## config.mk

```make
export PLATFORM = sky130hd
export DESIGN_NAME = dram_loader
export DESIGN_NICKNAME = d
export VERILOG_FILES = /design/src/rtl/dram_loader.sv
export SDC_FILE = /design/constraint.sdc
export NUM_CORES = 1
export LEC_CHECK = 0
export ABC_AREA = 1
export ABC_CLOCK_PERIOD_IN_PS = 3660
export CORE_AREA = 10 10 136 76
export DETAILED_ROUTE_END_ITERATION = 10
export DIE_AREA = 0 0 146 86
export GPL_ROUTABILITY_DRIVEN = 0
export PLACE_DENSITY = 0.69
export SLEW_MARGIN = 10
export SYNTH_ARGS = -nofsm -noshare
export SYNTH_HDL_FRONTEND = slang
export SYNTH_SLANG_ARGS = --single-unit
```

## constraint.sdc

```tcl
create_clock -name clk -period 3.66 [get_ports clk]
set_input_delay 0.732 -clock clk [delete_from_list [all_inputs] [get_ports clk]]
set_output_delay 0.732 -clock clk [all_outputs]
set_load 0.01 [all_outputs]
```

## src/rtl/dram_loader.sv

```systemverilog
// dram_loader: diagnostic write path into the IR dispatch RAM.
// Stages an even/odd DRAM word pair from EBUS diagnostic load functions, writes
// the pair in two consecutive cycles on COMMIT, and reads it back and checks it
// on VERIFY. All outputs are registered.
module dram_loader #(
    parameter int DRAM_WIDTH = 15,
    parameter int PAIR_BITS  = 8,
    parameter bit AUTO_INC   = 1'b1
) (
    input  logic                  clk,
    input  logic                  reset,
    input  logic                  diag_load,
    input  logic [2:0]            diag_func,
    input  logic [7:0]            ebus_in,
    output logic [PAIR_BITS:0]    dram_addr,
    output logic [DRAM_WIDTH-1:0] dram_din,
    output logic                  dram_we,
    input  logic [DRAM_WIDTH-1:0] dram_dout,
    output logic                  busy,
    output logic                  done,
    output logic                  mismatch,
    output logic                  par_err,
    output logic                  overrun,
    output logic [5:0]            status
);

    typedef enum logic [2:0] {
        IDLE    = 3'd0,
        WR_EVEN = 3'd1,
        WR_ODD  = 3'd2,
        RD_EVEN = 3'd3,
        RD_ODD  = 3'd4,
        RD_CHK  = 3'd5
    } state_t;

    // EBUS bit 0 is the MSB of ebus_in, so ebus[0:n] maps to ebus_in[7:7-n].
    localparam logic [2:0] F_EVEN_AB = 3'd0;
    localparam logic [2:0] F_ODD_AB  = 3'd1;
    localparam logic [2:0] F_JC      = 3'd2;
    localparam logic [2:0] F_EVEN_J  = 3'd3;
    localparam logic [2:0] F_ODD_J   = 3'd4;
    localparam logic [2:0] F_PAIR    = 3'd5;
    localparam logic [2:0] F_COMMIT  = 3'd6;
    localparam logic [2:0] F_VERIFY  = 3'd7;

    // Parity bit that makes the 15-bit word XOR to 1.
    function automatic logic odd_par_bit(input logic [13:0] d);
        return ~^d;
    endfunction

    // Assemble {A,B,P,Jc[1:4],Jc7,J[8:10]}.
    function automatic logic [DRAM_WIDTH-1:0] make_word(input logic [5:0] ab,
                                                        input logic [4:0] jc,
                                                        input logic [2:0] j);
        return {ab, odd_par_bit({ab, jc, j}), jc, j};
    endfunction

    state_t                 state_r, next_state_s;
    logic [5:0]             ab_even_r, ab_odd_r;
    logic [4:0]             jc_r;
    logic [2:0]             j_even_r, j_odd_r;
    logic [PAIR_BITS-1:0]   pair_r, pair_next_s;
    logic [DRAM_WIDTH-1:0]  even_word_s, odd_word_s;
    logic                   accept_s;
    logic                   even_mis_r, even_par_r;
    logic                   we_s;
    logic [PAIR_BITS:0]     addr_s;
    logic [DRAM_WIDTH-1:0]  din_s;

    assign accept_s    = diag_load && (state_r == IDLE);
    assign even_word_s = make_word(ab_even_r, jc_r, j_even_r);
    assign odd_word_s  = make_word(ab_odd_r,  jc_r, j_odd_r);
    assign status      = {busy, mismatch, par_err, overrun, pair_r[PAIR_BITS-1 -: 2]};

    // State register.
    always_ff @(posedge clk) begin
        if (reset) state_r <= IDLE;
        else       state_r <= next_state_s;
    end

    // Next-state logic: COMMIT/VERIFY only start from IDLE.
    always_comb begin
        next_state_s = IDLE;
        case (state_r)
            IDLE: begin
                if (accept_s && (diag_func == F_COMMIT))      next_state_s = WR_EVEN;
                else if (accept_s && (diag_func == F_VERIFY)) next_state_s = RD_EVEN;
                else                                          next_state_s = IDLE;
            end
            WR_EVEN: next_state_s = WR_ODD;
            WR_ODD:  next_state_s = IDLE;
            RD_EVEN: next_state_s = RD_ODD;
            RD_ODD:  next_state_s = RD_CHK;
            RD_CHK:  next_state_s = IDLE;
            default: next_state_s = IDLE;
        endcase
    end

    // Next pair address: explicit load, or post-commit increment.
    always_comb begin
        pair_next_s = pair_r;
        if (accept_s && (diag_func == F_PAIR))
            pair_next_s = ebus_in[PAIR_BITS-1:0];
        else if ((state_r == WR_ODD) && AUTO_INC)
            pair_next_s = pair_r + {{(PAIR_BITS-1){1'b0}}, 1'b1};
        else
            pair_next_s = pair_r;
    end

    // DRAM port values for the coming cycle, derived from the next state.
    always_comb begin
        we_s   = 1'b0;
        addr_s = {pair_next_s, 1'b0};
        din_s  = {DRAM_WIDTH{1'b0}};
        case (next_state_s)
            WR_EVEN: begin we_s = 1'b1; din_s = even_word_s; end
            WR_ODD:  begin we_s = 1'b1; din_s = odd_word_s; addr_s = {pair_next_s, 1'b1}; end
            RD_ODD:  addr_s = {pair_next_s, 1'b1};
            RD_CHK:  addr_s = {pair_next_s, 1'b1};
            default: addr_s = {pair_next_s, 1'b0};
        endcase
    end

    // Staging registers and pair address; frozen while a sequence runs.
    always_ff @(posedge clk) begin
        if (reset) begin
            ab_even_r <= 6'd0;
            ab_odd_r  <= 6'd0;
            jc_r      <= 5'd0;
            j_even_r  <= 3'd0;
            j_odd_r   <= 3'd0;
            pair_r    <= {PAIR_BITS{1'b0}};
        end else begin
            pair_r <= pair_next_s;
            if (accept_s) begin
                case (diag_func)
                    F_EVEN_AB: ab_even_r <= ebus_in[7:2];
                    F_ODD_AB:  ab_odd_r  <= ebus_in[7:2];
                    F_JC:      jc_r      <= ebus_in[7:3];
                    F_EVEN_J:  j_even_r  <= ebus_in[7:5];
                    F_ODD_J:   j_odd_r   <= ebus_in[7:5];
                    default:   ab_even_r <= ab_even_r;
                endcase
            end
        end
    end

    // Registered DRAM port, busy and done.
    always_ff @(posedge clk) begin
        if (reset) begin
            dram_we   <= 1'b0;
            dram_addr <= {(PAIR_BITS+1){1'b0}};
            dram_din  <= {DRAM_WIDTH{1'b0}};
            busy      <= 1'b0;
            done      <= 1'b0;
        end else begin
            dram_we   <= we_s;
            dram_addr <= addr_s;
            dram_din  <= din_s;
            busy      <= (next_state_s != IDLE);
            done      <= (state_r == WR_ODD) || (state_r == RD_CHK);
        end
    end

    // Readback checking and sticky error flags.
    always_ff @(posedge clk) begin
        if (reset) begin
            even_mis_r <= 1'b0;
            even_par_r <= 1'b0;
            mismatch   <= 1'b0;
            par_err    <= 1'b0;
            overrun    <= 1'b0;
        end else begin
            if (diag_load && (state_r != IDLE)) overrun <= 1'b1;
            if (state_r == RD_ODD) begin
                even_mis_r <= (dram_dout != even_word_s);
                even_par_r <= ~^dram_dout;
            end
            if (accept_s && (diag_func == F_COMMIT)) begin
                mismatch <= 1'b0;
                par_err  <= 1'b0;
            end else if (state_r == RD_CHK) begin
                mismatch <= mismatch | even_mis_r | (dram_dout != odd_word_s);
                par_err  <= par_err | even_par_r | (~^dram_dout);
            end
        end
    end

endmodule

```

# --- Word level (Yosys, flattened, before mapping) ---
# Cells that the tools add are included.
word_totals:
  n_memories: 0
  mem_bits_rw: 0
  output_inout_bits: 36
  word_cells: 69
  rom_bits: 0
  register_bits: 66
  latchBits: 0
classes:
  bitwise: 4
  n_eq_ne: 18
  n_lt_le_gt_ge: 0
  muxes: 8
  div: 0
  reduce_logical: 21
  n_addsub: 1
  mul: 0
  shifts: 0
op_table:
  columns: ["op", "n"]
  rows:
  - ["!= test 15 bit", 2]
  - ["case mux 15 bit (2 select lines)", 1]
  - ["XNOR reduction 14 bit", 2]
  - ["equality test 3 bit (second input constant)", 8]
  - ["2-to-1 mux 8 bit", 2]
  - ["equality test 3 x 2 -> 1 bit (second input constant)", 5]
  - ["XNOR reduction 15 bit", 1]
  - ["case mux 3 bit (4 select lines)", 1]
  - ["AND reduction 2 bit", 5]
  - ["equality test 3 x 1 -> 1 bit (second input constant)", 3]
  - ["adder 8 x 1 -> 8 bit (second input constant)", 1]
  - ["zero test 3 bit", 2]
  - ["nonzero test 3 bit", 2]
  - ["logical AND 1 bit", 5]
  - ["2-to-1 mux 2 bit", 2]
  - ["OR 1 bit", 4]
  - ["OR reduction 2 bit", 2]
  - ["OR reduction 3 bit", 1]
  - ["2-to-1 mux 1 bit", 2]
  - ["logical OR 1 bit", 1]

# --- Logic depth before layout (Yosys ltp) ---
depth:
  depth_word: 9
  mapped_depth: 14
  depth_no_buf: 14

# --- Worst setup path after synthesis ---
# OpenSTA, ideal clock, no wires.
synth_path:
  kind: "in2reg"
  start: "input port dram_dout[10]"
  end: "register even_par_r"
  n_path_buf: 0
  path_stages: 9
  slack_ns: 2.035
  t_arrival_ns: 1.508
  cell_sequence: "xor2_1 -> xnor2_1 -> inv_1 -> nand2_1 -> nand2_1 -> nand2_1 -> nand3_1 -> o211ai_1 -> inv_1"
synth_via:
  elab_chain_len: 1
synth_rtl:
  columns: ["item", "line", "rtl"]
  rows:
  - ["start, declared", "18", "input logic [DRAM_WIDTH-1:0] dram_dout,"]
  - ["XNOR reduction 15 bit", "177", "even_par_r <= ~^dram_dout;"]
  - ["end signal, assigned", "177", null]
  - ["end, declared", "65", "logic even_mis_r, even_par_r;"]
# No other way between the ends.
# A chain may end at the register's enable or synchronous reset.

# --- Worst setup path after layout ---
layout_path:
  start: "input port diag_load"
  end: "register ab_even_r[0]"
layout_via:
  elab_chain_len: 2
layout_rtl:
  columns: ["item", "line", "rtl"]
  rows:
  - ["start, declared", "12", "input logic diag_load,"]
  - ["logical AND 1 bit", "70", "assign accept_s = diag_load && (state_r == IDLE);"]
  - ["AND reduction 2 bit (no line)", null, null]
  - ["end signal, assigned", "137", "F_EVEN_AB: ab_even_r <= ebus_in[7:2];"]
  - ["end signal, assigned", "142", "default: ab_even_r <= ab_even_r;"]
  - ["end, declared", "59", "logic [5:0] ab_even_r, ab_odd_r;"]
# No other way between the ends.

==> metrics.txt <==
Async SR Flop Fraction 0%; setup repair after global routing missed its margin no; cells along the critical path clkdlybuf4s50_1, nand3_1, nor2_1, inv_2, nor2_1, o21ai_0, nor2_1; Syn Std Cell Area approximately 3100 um2; Via Count about 3000; largest buffer count on any clock path 2; Max Clock Skew ~0.007 ns; timing-limited maximum frequency between 400 and 500 MHz; critical path's largest stage delay approximately 0.5 ns; total negative slack 0 ns; status completed; first-pass GRT wire length 14590 um; height of the die around 86 um; required time reported for the critical path endpoint between 3 and 4 ns; H-Tree Depth 3; endpoint arrival time on the critical path approximately 2.4 ns; Post-Synthesis Mean Instance Area 7.057 um2; Yosys warning count 0; cell count after synthesis roughly 440; maxcap violations 0; count of unique library cells instantiated by Yosys 34; startpoint types primary input; Cell Area, Placed roughly 3800 um2; tightest hold margin 0.4700 ns; peak fanout along the critical path 11; most frequent cells in the layout 110 x nand2_1, 64 x clkdlybuf4s50_1, 58 x dfxtp_1, 56 x inv_1, 37 x nor2_1; vias in the first global route 2903; placeable core region around 8000 um2; minimum clock period after layout around 2.1 ns; post-route clock period utilization 58.61%; diode count 0; worst setup slack after layout 1.515 ns; flop and latch count out of synthesis 58; slew margin rel. between 50% and 60%; average wire per cell in the routed design 14.26 um; final setup violating endpoints 0; Post-Synthesis Net Count about 470; final total power between 0.0015 and 0.002 W; synthesis-to-layout area growth 33.53%; number of top-level pins 65; GRT Resource Usage Total about 14%; Top Family by Delay on Critical Path simple AND/OR/NAND/NOR gates; Cell Pwr Density roughly 450 nW/um2; type of the most critical hold path reg -> reg; cell mode on critical path nor2_1; final global-route overflow total 0; CTS tree built; Critical path buffers and inverters 2; r2r setup slk 1.94 ns; number of hold violations in the final report 0; Peak VDD IR approximately 0.23 mV; EDFF count, synth 0; Critical Path Sink Type flop; NumNets Final ~530; total wire length a little under 9000 um; postcts setup bufs 0; slew at the pin with the worst max-slew slack 0.7408 ns; final design instance area without fill around 4200 um2; Static Leakage 1.732 nW; post-placement setup slack between 1 and 1.5 ns; share of cells above drive strength 1 roughly 7.5%; sequential fraction of the synthesis area between 30% and 40%; TritonCTS buffer count 9; Critical Path Slowest Stage Cell clkdlybuf4s50_1; clock-pin slew of the registers on the worst-case setup and hold paths 0.05 ns; Iteration-0 DRC Markers just under 200; initial antenna violation count 0; buffers added on ports 64; Horiz. Die Dim ~150 um; worst-skew pair later-pin latency roughly 0.33 ns; number of pins with negative max-slew slack in the final report 0; kind of critical path in -> reg; Primary FF master, synth dfxtp_1; pin count of the biggest net entering global routing 19; Initial Utilization about two fifths; first-pass detailed-route iteration total 5; number of buffers inserted for hold repair after clock tree synthesis 0; count of unresolved DRC violations after routing 0; Resized Gates After CTS 0; most common cell after layout, fill and taps aside nand2_1; post-route ant nets 0; Num Clock Sinks 58; number of filler cells placed in the layout 781; die footprint between 10000 and 15000 um2; placed wire-length estimate just under 7000 um; Core Rows 23; root buffer selected by CTS clkbuf_16; Via-to-Cell Ratio between 4 and 5
-- layout make-up --
| type | instances | area (um2) | share of cell area, % |
|---|---|---|---|
| clock inverters | 6 | 105.1 | 2.523 |
| flip-flops and latches | 58 | 1161 | 27.88 |
| inverters | 58 | 217.7 | 5.227 |
| multi-input cells | 310 | 1649 | 39.59 |
| clock buffers | 10 | 229.0 | 5.497 |
| repair buffers | 67 | 663.1 | 15.92 |
| well taps | 112 | 140.1 | 3.364 |
-- cells by family (layout without fill, tap and decap cells) --
logic type      after synthesis  in the layout  share of synthesized area (%)
fa+ha+maj                     1              1                         0.4011
flops                        58             58                          37.22
compound gates               86             86                          15.60
xor+xnor                     39             39                          11.67
buf+inv                      74            141                          9.908
simple gates                184            184                          25.19
-- flip-flops by register name, indices dropped and copies added (netlist names) --
signal / count
ab_even_r: 6
ab_odd_r: 6
busy: 1
done: 1
dram_addr: 1
dram_din: 15
dram_we: 1
even_mis_r: 1
even_par_r: 1
j_even_r: 3
j_odd_r: 3
jc_r: 5
mismatch: 1
overrun: 1
pair_r: 8
par_err: 1
state_r: 3
-- Yosys cell counts (2+ instances only) --
library cell | instances | area, um2
nor4_1 | 2 | 12.51
xnor2_1 | 14 | 122.6
a21oi_1 | 32 | 160.2
or2_2 | 5 | 31.28
a22oi_1 | 9 | 67.56
nor3_2 | 4 | 40.04
o22ai_1 | 3 | 18.77
buf_4 | 7 | 52.55
inv_1 | 56 | 210.2
nand4_1 | 3 | 18.77
inv_2 | 2 | 7.510
nand2_1 | 110 | 412.9
a31oi_1 | 4 | 25.02
buf_2 | 4 | 20.02
nor2_2 | 2 | 12.51
o21ai_0 | 30 | 150.1
nor3_1 | 6 | 30.03
o211ai_1 | 2 | 15.01
nand3_1 | 12 | 60.06
nor2_1 | 37 | 138.9
xor2_1 | 22 | 192.7
clkbuf_1 | 5 | 18.77
dfxtp_1 | 58 | 1161
xnor2_2 | 3 | 48.80
-- report_power, final --
group | internal [W] | leakage (nW) | switching [W] | total, W
combinational | 0.000108 | 1.10 | 0.000143 | 0.000251
clock | 0.000660 | 0.166 | 0.000283 | 0.000943
sequential | 0.000648 | 0.470 | 0.0000209 | 0.000669
-- worst min-delay path: stages, from the launching register on --
cell,delay (ns)
dfxtp_1,0.32
inv_1,0.05
a21oi_1,0.05
-- metrics by stage --
stage          cells  util [%]
2_1_floorplan    442         -
3_3_place_gp     605     48.77
3_5_place_dp     605     48.77
4_1_cts          621     53.02
5_1_grt          621     53.02
6_report         621     53.02
-- metal layers --
layer,share of wire [%],GRT usage (%),up-vias
met4,1.3,4.697,0
met5,0,0,-
li1,-,-,1542
met3,8.4,4.927,14
met1,47,18.21,1324
met2,43,22.04,113
-- worst paths after layout --
kind	cells past startpoint	to	startpoint
worst min-delay path	2	mismatch	mismatch
worst max-delay path	7	ab_even_r[0]	diag_load
worst min register to register	2	mismatch	mismatch
worst max register to register	7	ab_even_r[0]	state_r[0]
Power figures use the tool's default switching activity.
